### src/rtl/soc_io_page_pkg.sv
// soc_io_page_pkg: shared definitions for the memory-mapped I/O page.
// Holds the register offsets (word offset = mem_addr[5:2]), the
// UART_STATUS bit positions, the TX FSM state encoding and a byte-lane
// merge helper. Firmware headers and the SOC top mirror these values.
package soc_io_page_pkg;

    localparam logic [3:0] OFF_LEDS        = 4'd0;
    localparam logic [3:0] OFF_UART_DATA   = 4'd1;
    localparam logic [3:0] OFF_UART_STATUS = 4'd2;
    localparam logic [3:0] OFF_BAUD_DIV    = 4'd3;

    localparam int ST_BUSY   = 0;
    localparam int ST_FULL   = 1;
    localparam int ST_OVF    = 2;
    localparam int ST_CNT_LO = 4;

    typedef enum logic [1:0] {
        TX_IDLE  = 2'd0,
        TX_START = 2'd1,
        TX_DATA  = 2'd2,
        TX_STOP  = 2'd3
    } tx_state_t;

    // Replace the byte lanes of old_v selected by mask with those of new_v.
    function automatic logic [31:0] merge_bytes(input logic [31:0] old_v,
                                                input logic [31:0] new_v,
                                                input logic [3:0]  mask);
        logic [31:0] res;
        res = old_v;
        for (int i = 0; i < 4; i++) begin
            if (mask[i]) begin
                res[8*i +: 8] = new_v[8*i +: 8];
            end else begin
                res[8*i +: 8] = old_v[8*i +: 8];
            end
        end
        return res;
    endfunction

endpackage

### src/rtl/soc_io_page_fifo.sv
// uart_tx_fifo: synchronous byte FIFO feeding the UART transmitter.
// Ports: clk, rst (sync, active-high, flushes), push/din write side,
// pop/dout read side (dout shows the head entry), count/full/empty.
// A push while full is accepted only when a pop happens in the same cycle.
module uart_tx_fifo #(
    parameter int DEPTH = 4
) (
    input  logic                     clk,
    input  logic                     rst,
    input  logic                     push,
    input  logic                     pop,
    input  logic [7:0]               din,
    output logic [7:0]               dout,
    output logic [$clog2(DEPTH):0]   count,
    output logic                     full,
    output logic                     empty
);
    localparam int AW = $clog2(DEPTH);
    localparam int CW = AW + 1;

    logic [7:0]    mem_r [DEPTH];
    logic [AW-1:0] wr_ptr_r;
    logic [AW-1:0] rd_ptr_r;
    logic [CW-1:0] count_r;
    logic          do_pop_s;
    logic          do_push_s;

    assign full      = (count_r == CW'(DEPTH));
    assign empty     = (count_r == {CW{1'b0}});
    assign count     = count_r;
    assign dout      = mem_r[rd_ptr_r];
    assign do_pop_s  = pop & ~empty;
    assign do_push_s = push & (~full | do_pop_s);

    // Pointer and occupancy bookkeeping.
    always_ff @(posedge clk) begin
        if (rst) begin
            wr_ptr_r <= {AW{1'b0}};
            rd_ptr_r <= {AW{1'b0}};
            count_r  <= {CW{1'b0}};
        end else begin
            if (do_push_s) wr_ptr_r <= wr_ptr_r + AW'(1);
            if (do_pop_s)  rd_ptr_r <= rd_ptr_r + AW'(1);
            case ({do_push_s, do_pop_s})
                2'b10:   count_r <= count_r + CW'(1);
                2'b01:   count_r <= count_r - CW'(1);
                default: count_r <= count_r;
            endcase
        end
    end

    // Storage array; contents need no reset because count gates visibility.
    always_ff @(posedge clk) begin
        if (do_push_s) mem_r[wr_ptr_r] <= din;
    end

endmodule

### src/rtl/soc_io_page.sv
// soc_io_page: memory-mapped I/O page (LED register + UART 8N1 TX).
// Ports: clk, rst (sync, active-high); processor bus mem_addr, mem_wdata,
// mem_wmask (nonzero = write), mem_rstrb, registered mem_rdata (1-cycle
// latency, holds when not read); outputs led and ftdi_txd (idle high).
// The page is selected by mem_addr[IO_BIT]; unselected accesses are ignored.
module soc_io_page
    import soc_io_page_pkg::*;
#(
    parameter int CLK_HZ     = 25_000_000,
    parameter int BAUD       = 115200,
    parameter int LED_W      = 8,
    parameter int FIFO_DEPTH = 4,
    parameter int IO_BIT     = 22
) (
    input  logic             clk,
    input  logic             rst,
    input  logic [31:0]      mem_addr,
    input  logic [31:0]      mem_wdata,
    input  logic [3:0]       mem_wmask,
    input  logic             mem_rstrb,
    output logic [31:0]      mem_rdata,
    output logic [LED_W-1:0] led,
    output logic             ftdi_txd
);
    localparam logic [15:0] DIV_RESET = 16'(CLK_HZ / BAUD - 1);
    localparam int          CW        = $clog2(FIFO_DEPTH) + 1;

    logic [LED_W-1:0] led_r;
    logic [15:0]      div_r;
    logic             ovf_r;
    logic [31:0]      rdata_r;
    logic             sel_s, wr_s, rd_s, push_s, pop_s;
    logic             ovf_set_s, ovf_clr_s;
    logic [3:0]       off_s;
    logic [31:0]      status_s, rd_val_s, led_merged_s, div_merged_s;
    logic [7:0]       dout_s;
    logic [CW-1:0]    count_s;
    logic             full_s, empty_s;
    logic             unused_bits_s;

    tx_state_t        state_r, state_nxt;
    logic [15:0]      cnt_r, cnt_nxt;
    logic [2:0]       idx_r, idx_nxt;
    logic [7:0]       shift_r, shift_nxt;
    logic             txd_r, txd_nxt;
    logic             bit_end_s;

    assign sel_s     = mem_addr[IO_BIT];
    assign off_s     = mem_addr[5:2];
    assign wr_s      = sel_s & (|mem_wmask);
    assign rd_s      = sel_s & mem_rstrb;
    assign push_s    = wr_s & (off_s == OFF_UART_DATA) & mem_wmask[0];
    assign ovf_set_s = push_s & full_s & ~pop_s;
    assign ovf_clr_s = wr_s & (off_s == OFF_UART_STATUS) & mem_wmask[0] & mem_wdata[ST_OVF];
    assign led_merged_s = merge_bytes(32'(led_r), mem_wdata, mem_wmask);
    assign div_merged_s = merge_bytes({16'd0, div_r}, mem_wdata, mem_wmask);
    assign unused_bits_s = ^{mem_addr, led_merged_s, div_merged_s};

    assign led       = led_r;
    assign ftdi_txd  = txd_r;
    assign mem_rdata = rdata_r;

    uart_tx_fifo #(.DEPTH(FIFO_DEPTH)) u_fifo (
        .clk   (clk),
        .rst   (rst),
        .push  (push_s),
        .pop   (pop_s),
        .din   (mem_wdata[7:0]),
        .dout  (dout_s),
        .count (count_s),
        .full  (full_s),
        .empty (empty_s)
    );

    // Status word and read-data selection.
    always_comb begin
        status_s = 32'd0;
        status_s[ST_BUSY] = (state_r != TX_IDLE) | ~empty_s;
        status_s[ST_FULL] = full_s;
        status_s[ST_OVF]  = ovf_r;
        status_s[ST_CNT_LO +: 5] = 5'(count_s);
        case (off_s)
            OFF_LEDS:        rd_val_s = 32'(led_r);
            OFF_UART_STATUS: rd_val_s = status_s;
            OFF_BAUD_DIV:    rd_val_s = {16'd0, div_r};
            default:         rd_val_s = 32'd0;
        endcase
    end

    // Bus-visible registers: LEDs, divisor, sticky overflow, read data.
    always_ff @(posedge clk) begin
        if (rst) begin
            led_r   <= {LED_W{1'b0}};
            div_r   <= DIV_RESET;
            ovf_r   <= 1'b0;
            rdata_r <= 32'd0;
        end else begin
            if (wr_s && off_s == OFF_LEDS)     led_r <= led_merged_s[LED_W-1:0];
            if (wr_s && off_s == OFF_BAUD_DIV) div_r <= div_merged_s[15:0];
            // A same-cycle overflow beats a software clear.
            if (ovf_set_s)      ovf_r <= 1'b1;
            else if (ovf_clr_s) ovf_r <= 1'b0;
            if (rd_s) rdata_r <= rd_val_s;
        end
    end

    assign bit_end_s = (cnt_r == 16'd0);

    // TX FSM next state; the divisor is sampled only at bit-counter reloads.
    always_comb begin
        state_nxt = state_r;
        cnt_nxt   = cnt_r;
        idx_nxt   = idx_r;
        shift_nxt = shift_r;
        txd_nxt   = txd_r;
        pop_s     = 1'b0;
        if (state_r != TX_IDLE) begin
            cnt_nxt = bit_end_s ? div_r : (cnt_r - 16'd1);
        end else begin
            cnt_nxt = cnt_r;
        end
        case (state_r)
            TX_IDLE: begin
                txd_nxt = 1'b1;
                if (!empty_s) begin
                    pop_s     = 1'b1;
                    shift_nxt = dout_s;
                    txd_nxt   = 1'b0;
                    cnt_nxt   = div_r;
                    state_nxt = TX_START;
                end else begin
                    state_nxt = TX_IDLE;
                end
            end
            TX_START: begin
                if (bit_end_s) begin
                    state_nxt = TX_DATA;
                    txd_nxt   = shift_r[0];
                    shift_nxt = {1'b0, shift_r[7:1]};
                    idx_nxt   = 3'd0;
                end else begin
                    state_nxt = TX_START;
                end
            end
            TX_DATA: begin
                if (bit_end_s && idx_r == 3'd7) begin
                    state_nxt = TX_STOP;
                    txd_nxt   = 1'b1;
                end else if (bit_end_s) begin
                    txd_nxt   = shift_r[0];
                    shift_nxt = {1'b0, shift_r[7:1]};
                    idx_nxt   = idx_r + 3'd1;
                end else begin
                    state_nxt = TX_DATA;
                end
            end
            TX_STOP: begin
                if (bit_end_s) begin
                    state_nxt = TX_IDLE;
                end else begin
                    state_nxt = TX_STOP;
                end
                txd_nxt = 1'b1;
            end
            default: begin
                state_nxt = TX_IDLE;
                txd_nxt   = 1'b1;
            end
        endcase
    end

    // TX FSM registers; reset aborts any frame and drives the line high.
    always_ff @(posedge clk) begin
        if (rst) begin
            state_r <= TX_IDLE;
            cnt_r   <= 16'd0;
            idx_r   <= 3'd0;
            shift_r <= 8'd0;
            txd_r   <= 1'b1;
        end else begin
            state_r <= state_nxt;
            cnt_r   <= cnt_nxt;
            idx_r   <= idx_nxt;
            shift_r <= shift_nxt;
            txd_r   <= txd_nxt;
        end
    end

endmodule

### config.mk
export PLATFORM = sky130hd
export DESIGN_NAME = soc_io_page
export DESIGN_NICKNAME = d
export VERILOG_FILES = /design/src/rtl/soc_io_page_pkg.sv /design/src/rtl/soc_io_page_fifo.sv /design/src/rtl/soc_io_page.sv
export SDC_FILE = /design/constraint.sdc
export NUM_CORES = 1
export LEC_CHECK = 0
export CORE_MARGIN = 8
export CORE_UTILIZATION = 40
export DETAILED_ROUTE_END_ITERATION = 16
export MAX_ROUTING_LAYER = met4
export PLACE_DENSITY = 0.74
export SLEW_MARGIN = 10
export SYNTH_ARGS = -nofsm -noshare
export SYNTH_HDL_FRONTEND = slang
export SYNTH_SLANG_ARGS = --single-unit
export TNS_END_PERCENT = 20
### constraint.sdc
create_clock -name clk -period 7.27 [get_ports clk]
set_input_delay 1.454 -clock clk [delete_from_list [all_inputs] [get_ports clk]]
set_output_delay 1.454 -clock clk [all_outputs]
set_load 0.01 [all_outputs]
Word-level counts from Yosys, hierarchy flattened
Memory sizes are Yosys's and may differ from the RTL's. A register that Yosys moved wholly into a read port is not among the register bits.
Index checks and enable logic that the tools add are counted.
{"block": "totals", "register_bits": 94, "ramBits": 32, "mem_count": 1}
{"memory": "u_fifo.mem_r", "depth": 4, "word_bits": 8, "read_ports": 1, "rd_ports_with_merged_regs": 1, "wr": 1, "line_no": "soc_io_page_fifo.sv:21", "text": "logic [7:0] mem_r [DEPTH];"}
{"block": "op_classes", "add_sub_neg": 6, "n_eq_ne": 15, "mux": 32, "bitwise": 16, "n_reduce_logical": 18}
{"op": "2-to-1 mux 16 bit", "n": 4}
{"op": "case mux 16 bit (3 select lines)", "n": 1}
{"op": "2-to-1 mux 8 bit", "n": 3}
{"op": "case mux 8 bit (3 select lines)", "n": 1}
{"op": "logical NOT 16 bit", "n": 1}
{"op": "subtractor 16 x 1 -> 16 bit, second input constant", "n": 1}
{"op": "2-to-1 mux 2 bit", "n": 6}
{"op": "case mux 3 bit (2 select lines)", "n": 2}
{"op": "AND 1 bit", "n": 11}
{"op": "2-to-1 mux 1 bit", "n": 10}
{"op": "2-to-1 mux 3 bit", "n": 3}
{"op": "== test 4 x 2 -> 1 bit, second input constant", "n": 2}
{"op": "!= test 2 bit, second input constant", "n": 4}
{"op": "case mux 2 bit (4 select lines)", "n": 1}
{"op": "nonzero test 2 bit", "n": 4}
{"op": "adder 3 x 1 -> 3 bit, second input constant", "n": 2}
{"op": "== test 2 bit, second input constant", "n": 3}
{"op": "== test 3 bit, second input constant", "n": 2}
{"op": "AND reduction 2 bit", "n": 3}
{"op": "adder 2 x 1 -> 2 bit, second input constant", "n": 2}
{"op": "== test 2 x 1 -> 1 bit, second input constant", "n": 2}
{"op": "== test 4 x 1 -> 1 bit, second input constant", "n": 1}
{"op": "logical NOT 4 bit", "n": 1}
{"op": "case mux 1 bit (4 select lines)", "n": 1}
{"op": "11 further kinds", "n": 16}

Longest topological paths before layout
Gate-level depths: netlist of the first run.
{"block": "logic_depth", "word_depth": 8, "depth_mapped": 12, "ltp_nobuf": 11}

Modules after synthesis
From an unflattened synthesis of the first run, not the netlist that was laid out.
{"block": "unflattened", "cells_unflattened": 533, "area_unflattened_um2": 5372.7}
{"mod": "soc_io_page", "instances": 1, "cells_per_inst": 432, "area_each_um2": 3681.0}
{"mod": "uart_tx_fifo", "instances": 1, "cells_per_inst": 101, "area_each_um2": 1691.6}

Least setup slack after synthesis of the first run
Ideal clock, no wire load.
{"block": "synth_path", "path_kind": "input port to flip-flop", "startpoint": "input mem_addr[3]", "endpoint": "register u_fifo.count_r[2], in the netlist u_fifo.count[2]", "setup_ns": 0.070, "arrival_time_ns": 3.247, "slack_ns": 3.953, "cell_stages": 10, "path_buffers": 1, "path_cell_list": "clkbuf_1 nand2b_1 nor3_1 inv_1 ha_1 inv_1 fa_1 xor2_1 or3_1 a21oi_1"}
{"block": "synth_via", "elab_chain_cells": 6}
{"item": "start: declaration", "line_no": "soc_io_page.sv:17", "text": "input logic [31:0] mem_addr,"}
{"item": "== test 4 x 1 -> 1 bit *", "line_no": "soc_io_page.sv:52", "text": "assign push_s = wr_s & (off_s == OFF_UART_DATA) & mem_wmask[0];"}
{"item": "AND 1 bit * (2 in a row)", "line_no": "soc_io_page.sv:52"}
{"item": "AND 1 bit *", "line_no": "soc_io_page_fifo.sv:33", "text": "assign do_push_s = push & (~full | do_pop_s);"}
{"item": "== test 2 x 1 -> 1 bit / == test 2 bit (equally long branches)", "line_no": "soc_io_page_fifo.sv:44", "text": "case ({do_push_s, do_pop_s})"}
{"item": "case mux 3 bit (2 select lines) / nonzero test 2 bit (equally long branches)"}
{"item": "end signal: assignment", "line_no": "soc_io_page_fifo.sv:45", "text": "2'b10: count_r <= count_r + CW'(1);"}
{"item": "end signal: assignment", "line_no": "soc_io_page_fifo.sv:46", "text": "2'b01: count_r <= count_r - CW'(1);"}
{"item": "end signal: assignment", "line_no": "soc_io_page_fifo.sv:47", "text": "default: count_r <= count_r;"}
{"item": "end: declaration", "line_no": "soc_io_page_fifo.sv:24", "text": "logic [CW-1:0] count_r;"}
Every way passes the cells marked *; elsewhere a longest branch is shown, timed or not.
A chain may end at the register's enable or synchronous reset.

Worst setup path in the final report of the first run
{"block": "layout_path", "startpoint": "input mem_addr[2]", "endpoint": "register u_fifo.count_r[2], in the netlist u_fifo.count[2]"}
The elaborated chain is that of the path after synthesis.

==> key figures, run 1 <==
STA
  • Final setup vio count: 0
  • Max Clock Skew: between 0.009 and 0.01 ns
  • Final period util: 0.549
  • Fmax: 0.251 GHz
  • Minimum clock period: 3.99 ns
  • Slew Limit Headroom: 0.407
  • Setup TNS: 0 ns
  • Hold Fails Final Rpt: 0
  • Slew Viols, Final: 0
  • Worst Tran Pin Value: 0.882 ns
  • RSZ-0062 raised after global routing: no

Synthesis
  • Simple-gate share of the synthesized area: 0.183
  • Compound-Gate Fraction of Synth Area: 0.133
  • Post-synth top cells: dfxtp_1, nand2_1, nor2_1, a21oi_1, edfxtp_1
  • Adder-Cell Fraction of Synth Area: 0.0362
  • Synth area leaders: dfxtp_1, edfxtp_1, nand2_1
  • Seq/Total Area, Yosys: 0.475
  • Cell accounting for the most synthesized area: dfxtp_1
  • Ys flop type: dfxtp_1
  • Cells after synthesis: 552
  • Largest family of logic cells by synthesized area: simple AND/OR/NAND/NOR gates
  • Mux cell area share after synthesis: 0.0930
  • Ys async rst share: 0
  • Number of synthesized flops with an enable pin: 32
  • Post-synthesis average cell area: 9.77 sq um
  • Mapped Area: ~0.0054 sq mm
  • Synth top area share: 0.297
  • Unique masters post-synth: between 60 and 70
  • Xor and xnor area share after synthesis: 0.0211
  • Most common cell in the netlist: dfxtp_1
  • Synth Register Bits: between 100 and 150
  • Syn. warnings: 0

Floorplanning
  • DIE HEIGHT: ~130 um
  • Placeable Area: between 0.01 and 0.015 sq mm
  • Die width: 132 um
  • Die area: 0.0175 sq mm
  • Placement row count: 42
  • # IOs: 112
  • Initial core utilization: 0.409

Drt
  • TritonRoute pass-1 iters: 4
  • WL/cell: 16.6 um
  • Vias per inst: 5.48
  • Via count: 4,212
  • Number of antenna-violating nets in the routed design: 0
  • Total Routed Length: 12.7 mm
  • Initial DRC count: 327
  • Drt drc: 0

Clock tree
  • CTS H-Tree Depth: 3
  • Clk Latency, worst-skew pair: roughly 0.36 ns
  • CTS tree: done
  • PostCTS Resize Cnt: 0
  • Setup bufs post-CTS: 0
  • Clk slew on worst S/H paths: 0.08 ns
  • Max Buffers Root-to-Sink: 2
  • Root buffer cell: clkbuf_16
  • CTS Buf Count: 9
  • CTS Hold Bufs: 0
  • Clock sink total: 112

Worst setup path
  • CP bufs+invs: 3
  • Cell Chain, Critical Path: clkdlybuf4s50_1 > nand2b_1 > nor3_1 > inv_1 > ha_1 > inv_1 > fa_1 > xor2_1 > or3_1 > a21oi_1
  • CP dominant cell by count: inv_1
  • Crit-path max FO: 13
  • Max incr delay on CP: roughly 0.80 ns
  • Worst Setup Start Kind: primary input
  • Reg2Reg Setup Slack: 4.38 ns
  • Required time worst endpoint: 7.55 ns
  • Worst R2R Path Depth: 7
  • Crit-path slowest cell: clkdlybuf4s50_1
  • Critical R2R Launch: cnt_r[0]$_SDFF_PP0_
  • RR Endpoint: shift_r[7]$_SDFFE_PP0P_
  • Critical path class: in2reg
  • WP data arrival: 4.27 ns
  • Cell family with most CP delay: simple AND/OR/NAND/NOR gates
  • Element type at the critical path end: flop

Placement
  • IO Port Bufs: 50
  • RD Place Congestion: 0.833
  • Post-DP HPWL: 9.24 mm
  • DP Cell Count: 752

Final layout
  • Layout cell share with drive strength beyond 1: 0.0861
  • Finished Layout Cells: 768
  • ANT cells: 0
  • Nets: 673
  • Area Overhead vs Synth: 16.3%

Run
  • Max-cap viol count: 0

Outcome
  • Status: finished clean

Power and ir drop
  • Pwr dens: 361 mW/mm^2
  • Worst vdd ir: 0.181 mV
  • P_leak: 2.15 nW

GRT
  • First-pass GRT wire length: 20.7 mm
  • Initial antenna violation count: 0
  • Vias in the first global route: 4,060
  • Final global-route overflow total: 0
  • Largest net degree at the start of global routing: 72
  • Gr usage total: 0.148

Hold path
  • Hold Crit Start: mem_rdata[15]$_SDFFE_PP0P_
  • Worst Hold Path EP: mem_rdata[15]$_SDFFE_PP0P_
  • Hold Path Cell Cnt: 2
  • Worst min path class: reg2reg
==> power breakdown <==
group / internal [mW] / switching, mW / leakage (nW)
clock: 0.253 / 0.261 / 0.156
combinational: 0.397 / 0.583 / 1.06
sequential: 0.696 / 0.0767 / 0.936
total: 1.35 / 0.920 / 2.15
==> final cells by class <==
type / instances / area (sq um)
clock buffer: 9 / 225
timing repair buffer: 56 / 541
fill: 1196 / 6920
inverter: 15 / 56.3
clock inverter: 7 / 93.8
tap: 176 / 220
multi-input combinational: 393 / 2570
sequential: 112 / 2560
==> worst max-delay path by stage <==
| stage | end | startpoint | slack [ns] | cells past startpoint |
|---|---|---|---|---|
| final | u_fifo.count[2]$_SDFFE_PP0P_ | mem_addr[2] | 3.28 | 10 |
| after global routing | u_fifo.count[2]$_SDFFE_PP0P_ | mem_addr[2] | 3.06 | 10 |
| after CTS | u_fifo.count[2]$_SDFFE_PP0P_ | mem_addr[2] | 3.28 | 10 |
| after detailed placement | u_fifo.count[2]$_SDFFE_PP0P_ | mem_addr[2] | 2.95 | 10 |
| after global placement | u_fifo.count[2]$_SDFFE_PP0P_ | mem_addr[2] | 3.06 | 10 |
| after floorplan | u_fifo.count[2]$_SDFFE_PP0P_ | mem_addr[3] | 3.95 | 10 |
==> placed cells by master, fill, tap and decap left out, types with 3 or more instances in the layout <==
master,instances
a211oi_1,6
conb_1,16
or3_1,4
o31ai_1,9
nand3_1,31
nand2b_1,5
a22oi_1,8
o21a_1,3
xor2_1,9
xnor2_1,4
mux2_2,5
buf_4,6
a311oi_1,3
nor3_1,10
mux2i_1,24
nor4b_1,3
inv_8,4
nand2_1,68
ha_1,14
o21ai_0,16
and2_1,6
inv_1,14
o22ai_1,6
a31oi_1,3
mux4_2,8
clkdlybuf4s50_1,49
nor4_1,4
nor2_1,45
nand4_1,3
edfxtp_1,32
clkbuf_16,9
a21oi_1,41
dfxtp_1,80
==> per-stage QoR <==
step	worst slack, ns	utilization	area (sq um)	hold WS, ns	total power [mW]
after global placement	3.06	0.451	5950	0.439	1.72
after CTS	3.28	0.476	6270	0.458	2.27
final	3.28	0.476	6270	0.458	2.27
after global routing	3.06	0.476	6270	0.464	2.40
after detailed placement	2.95	0.451	5950	0.447	1.76
after floorplan	3.95	-	5450	0.432	1.58
==> cell families (layout without fill, tap and decap cells) <==
logic type      Yosys count  after routing
compound gates          111            111
xor+xnor                 13             13
fa+ha+maj                15             15
buf+inv                  62             87
flops                   112            112
mux                      39             39
other cells               1             16
simple gates            199            199
==> flip-flops by register name, indices dropped and copies added (netlist names), named ones only <==
register / flops
cnt_r: 16
div_r: 16
ftdi_txd: 1
idx_r: 3
led: 8
mem_rdata: 16
ovf_r: 1
shift_r: 8
state_r: 2
u_fifo.count: 3
u_fifo.mem_r: 32
u_fifo.rd_ptr_r: 2
u_fifo.wr_ptr_r: 2
==> per-layer routing <==
layer,vias up,global-route usage,wire length (um),share of wire
li1,2036,-,-,-
met1,2029,0.176,5490,0.43
met2,129,0.242,6310,0.50
met3,18,0.0324,674,0.053
met4,0,0.0562,259,0.020
met5,-,-,0,0
==> worst reg2reg max path, cell delays in order, from the launching register on <==
cell and delay (ns):
dfxtp_1 0.36, inv_1 0.10, ha_1 0.23, nor3b_1 0.39, nand4_2 0.58, mux2i_2 0.82
or3b_1 0.22, a21oi_1 0.06
No activity file was read; power rests on OpenSTA's default activity.
==> run 2: changes to the inputs <==
==> constraint.sdc (replaced) <==
create_clock -name clk -period 3.9 [get_ports clk]
set_input_delay 0.78 -clock clk [delete_from_list [all_inputs] [get_ports clk]]
set_output_delay 0.78 -clock clk [all_outputs]
set_load 0.01 [all_outputs]
==> key figures, run 2 (same netlist as run 1, synthesis figures left out) <==
Outcome
  • Status: finished clean

Floorplanning
  • Die area: 0.0175 sq mm (unchanged)
  • Placeable Area: 0.0132 sq mm (unchanged)
  • Placement row count: 42 (unchanged)
  • DIE HEIGHT: 132 um (unchanged)
  • Initial core utilization: 0.409 (unchanged)
  • # IOs: 112 (unchanged)
  • Die width: 132 um (unchanged)

GRT
  • First-pass GRT wire length: 21.1 mm (+1.7%)
  • Final global-route overflow total: 0 (unchanged)
  • Largest net degree at the start of global routing: 69 (-4.2%)
  • Vias in the first global route: 4,219 (+3.9%)
  • Gr usage total: 0.149 (about the same)
  • Initial antenna violation count: 0 (unchanged)

STA
  • PnR worst setup slack: 1.07 ns (-2.21 ns)
  • Hold Fails Final Rpt: 0 (unchanged)
  • Minimum clock period: 2.83 ns
  • Fmax: 0.353 GHz
  • Max Clock Skew: 0.00926 ns (+0.0000609 ns)
  • Final setup vio count: 0 (unchanged)
  • Final period util: 0.726
  • Slew Viols, Final: 0 (unchanged)
  • Setup TNS: 0 ns (unchanged)
  • Slew Limit Headroom: 0.485 (+0.0780)
  • Worst Tran Pin Value: 0.769 ns (-0.113 ns)
  • RSZ-0062 raised after global routing: no

Final layout
  • Register area: 0.00256 sq mm (unchanged)
  • Largest register FFs: 32 (unchanged)
  • Area Overhead vs Synth: 16.3% (about the same)
  • ANT cells: 0 (unchanged)
  • Layout cell share with drive strength beyond 1: 0.0891 (+0.00293)
  • Highest-count cells in the layout ignoring fill and taps: dfxtp_1, nand2_1, clkdlybuf4s50_1
  • Multi-input logic area: 0.00257 sq mm (unchanged)
  • Nets: 676 (+0.45%)
  • Most flop-heavy register: u_fifo.mem_r
  • Most common cell after layout, fill and taps aside: dfxtp_1
  • Fill cell count: 1,193 (-0.25%)

Worst setup path
  • Required time worst endpoint: 4.17 ns (-3.38 ns)
  • Element type at the critical path end: flop
  • Critical R2R Launch: state_r[0]$_SDFFE_PP0P_
  • Worst R2R Path Depth: 12 (+5)
  • Cell Chain, Critical Path: clkdlybuf4s50_1 > buf_4 > nand2b_1 > nor3_1 > buf_4 > inv_1 > ha_1 > inv_1 > fa_1 > xor2_1 > or3_1 > a21oi_1
  • Reg2Reg Setup Slack: 1.11 ns (-3.27 ns)
  • Critical path class: in2reg
  • Max incr delay on CP: 0.45 ns (-0.35 ns)
  • WP data arrival: 3.10 ns (-1.17 ns)
  • RR Endpoint: u_fifo.count[2]$_SDFFE_PP0P_
  • Cell family with most CP delay: buffers and inverters
  • Crit-path max FO: 11 (-2)
  • Worst Setup Start Kind: primary input
  • Crit-path slowest cell: clkdlybuf4s50_1
  • CP bufs+invs: 5 (+2)

Power and ir drop
  • P_leak: 2.15 nW (+0.15%)
  • Worst vdd ir: 0.337 mV (+86%)
  • Pwr dens: 669 mW/mm^2 (+85%)

Clock tree
  • CTS tree: done
  • CTS Buf Count: 9 (unchanged)
  • Setup bufs post-CTS: 0 (unchanged)
  • CTS Hold Bufs: 0 (unchanged)
  • Clk Latency, worst-skew pair: 0.35 ns (about the same)
  • Max Buffers Root-to-Sink: 2 (unchanged)
  • CTS H-Tree Depth: 3 (unchanged)
  • Clock sink total: 112 (unchanged)
  • PostCTS Resize Cnt: 0 (unchanged)
  • Clk slew on worst S/H paths: 0.07 ns (about the same)
  • Root buffer cell: clkbuf_16

Drt
  • TritonRoute pass-1 iters: 5 (+1)
  • Drt drc: 0 (unchanged)
  • Via count: 4,223 (+0.26%)
  • Number of antenna-violating nets in the routed design: 0 (unchanged)
  • WL/cell: 16.4 um (-0.81%)
  • Initial DRC count: 290 (-11%)
  • Vias per inst: 5.48 (-0.13%)
  • Total Routed Length: 12.7 mm (-0.42%)

Hold path
  • Hold Crit Start: mem_rdata[14]$_SDFFE_PP0P_
  • Hold Path Cell Cnt: 2 (unchanged)
  • Worst Hold Path EP: mem_rdata[14]$_SDFFE_PP0P_
  • Worst min path class: reg2reg

Placement
  • IO Port Bufs: 50 (unchanged)
  • Dpl ws: 0.764 ns (-2.19 ns)
  • Post-DP HPWL: 9.11 mm (-1.4%)
  • RD Place Congestion: 0.857 (+2.9%)

Run
  • Max-cap viol count: 0 (unchanged)
run 2: how the worst max path moves through the flow:
stage	start	to	slack, ns	depth (start not counted)
CTS	mem_addr[3]	u_fifo.count[2]$_SDFFE_PP0P_	1.08	12
detailed placement	mem_addr[3]	u_fifo.count[2]$_SDFFE_PP0P_	0.76	12
global route	mem_addr[3]	u_fifo.count[2]$_SDFFE_PP0P_	0.93	12
finish	mem_addr[3]	u_fifo.count[2]$_SDFFE_PP0P_	1.07	12
floorplan	mem_addr[3]	u_fifo.count[2]$_SDFFE_PP0P_	1.26	10
global placement	mem_addr[3]	u_fifo.count[2]$_SDFFE_PP0P_	0.82	12
run 2: metrics by stage:
stage          cell area, sq um  std cells  total power, mW  hold WS (ns)  utilization
3_3_place_gp               5980        755             3.22         0.439        0.453
6_report                   6270        771             4.19         0.456        0.475
3_5_place_dp               5980        755             3.28         0.452        0.453
4_1_cts                    6270        771             4.19         0.462        0.475
5_1_grt                    6270        771             4.44         0.477        0.475
2_1_floorplan              5450        567             2.95         0.432            -
run 2: where the power goes:
part / internal (mW) / switching [mW] / leakage [nW] / total [mW]
Combinational: 0.759 / 1.08 / 1.07 / 1.84
Clock: 0.456 / 0.451 / 0.145 / 0.907
Sequential: 1.30 / 0.145 / 0.936 / 1.44
Total: 2.51 / 1.68 / 2.15 / 4.19
run 2: area by class of cell:
cell class              count  area share
clock inverters             6      0.0104
inverters                  15     0.00898
multi-input cells         393       0.410
clock buffers              10      0.0365
flip-flops and latches    112       0.409
well taps                 176      0.0351
repair buffers             59      0.0898
run 2: layer usage:
layer | track usage | wire length (um)
met3 | 0.0263 | 802
met4 | 0.0479 | 153
met2 | 0.257 | 6410
met5 | - | 0
met1 | 0.171 | 5310
run 2: worst register-to-register path: stages, from the launching register on:
cell     delay (ns)
dfxtp_1        0.38
inv_1          0.11
ha_1           0.27
nor4_1         0.33
nor3_1         0.11
buf_4          0.18
inv_1          0.06
ha_1           0.18
inv_1          0.06
fa_1           0.37
xor2_1         0.16
or3_1          0.31
a21oi_1        0.18
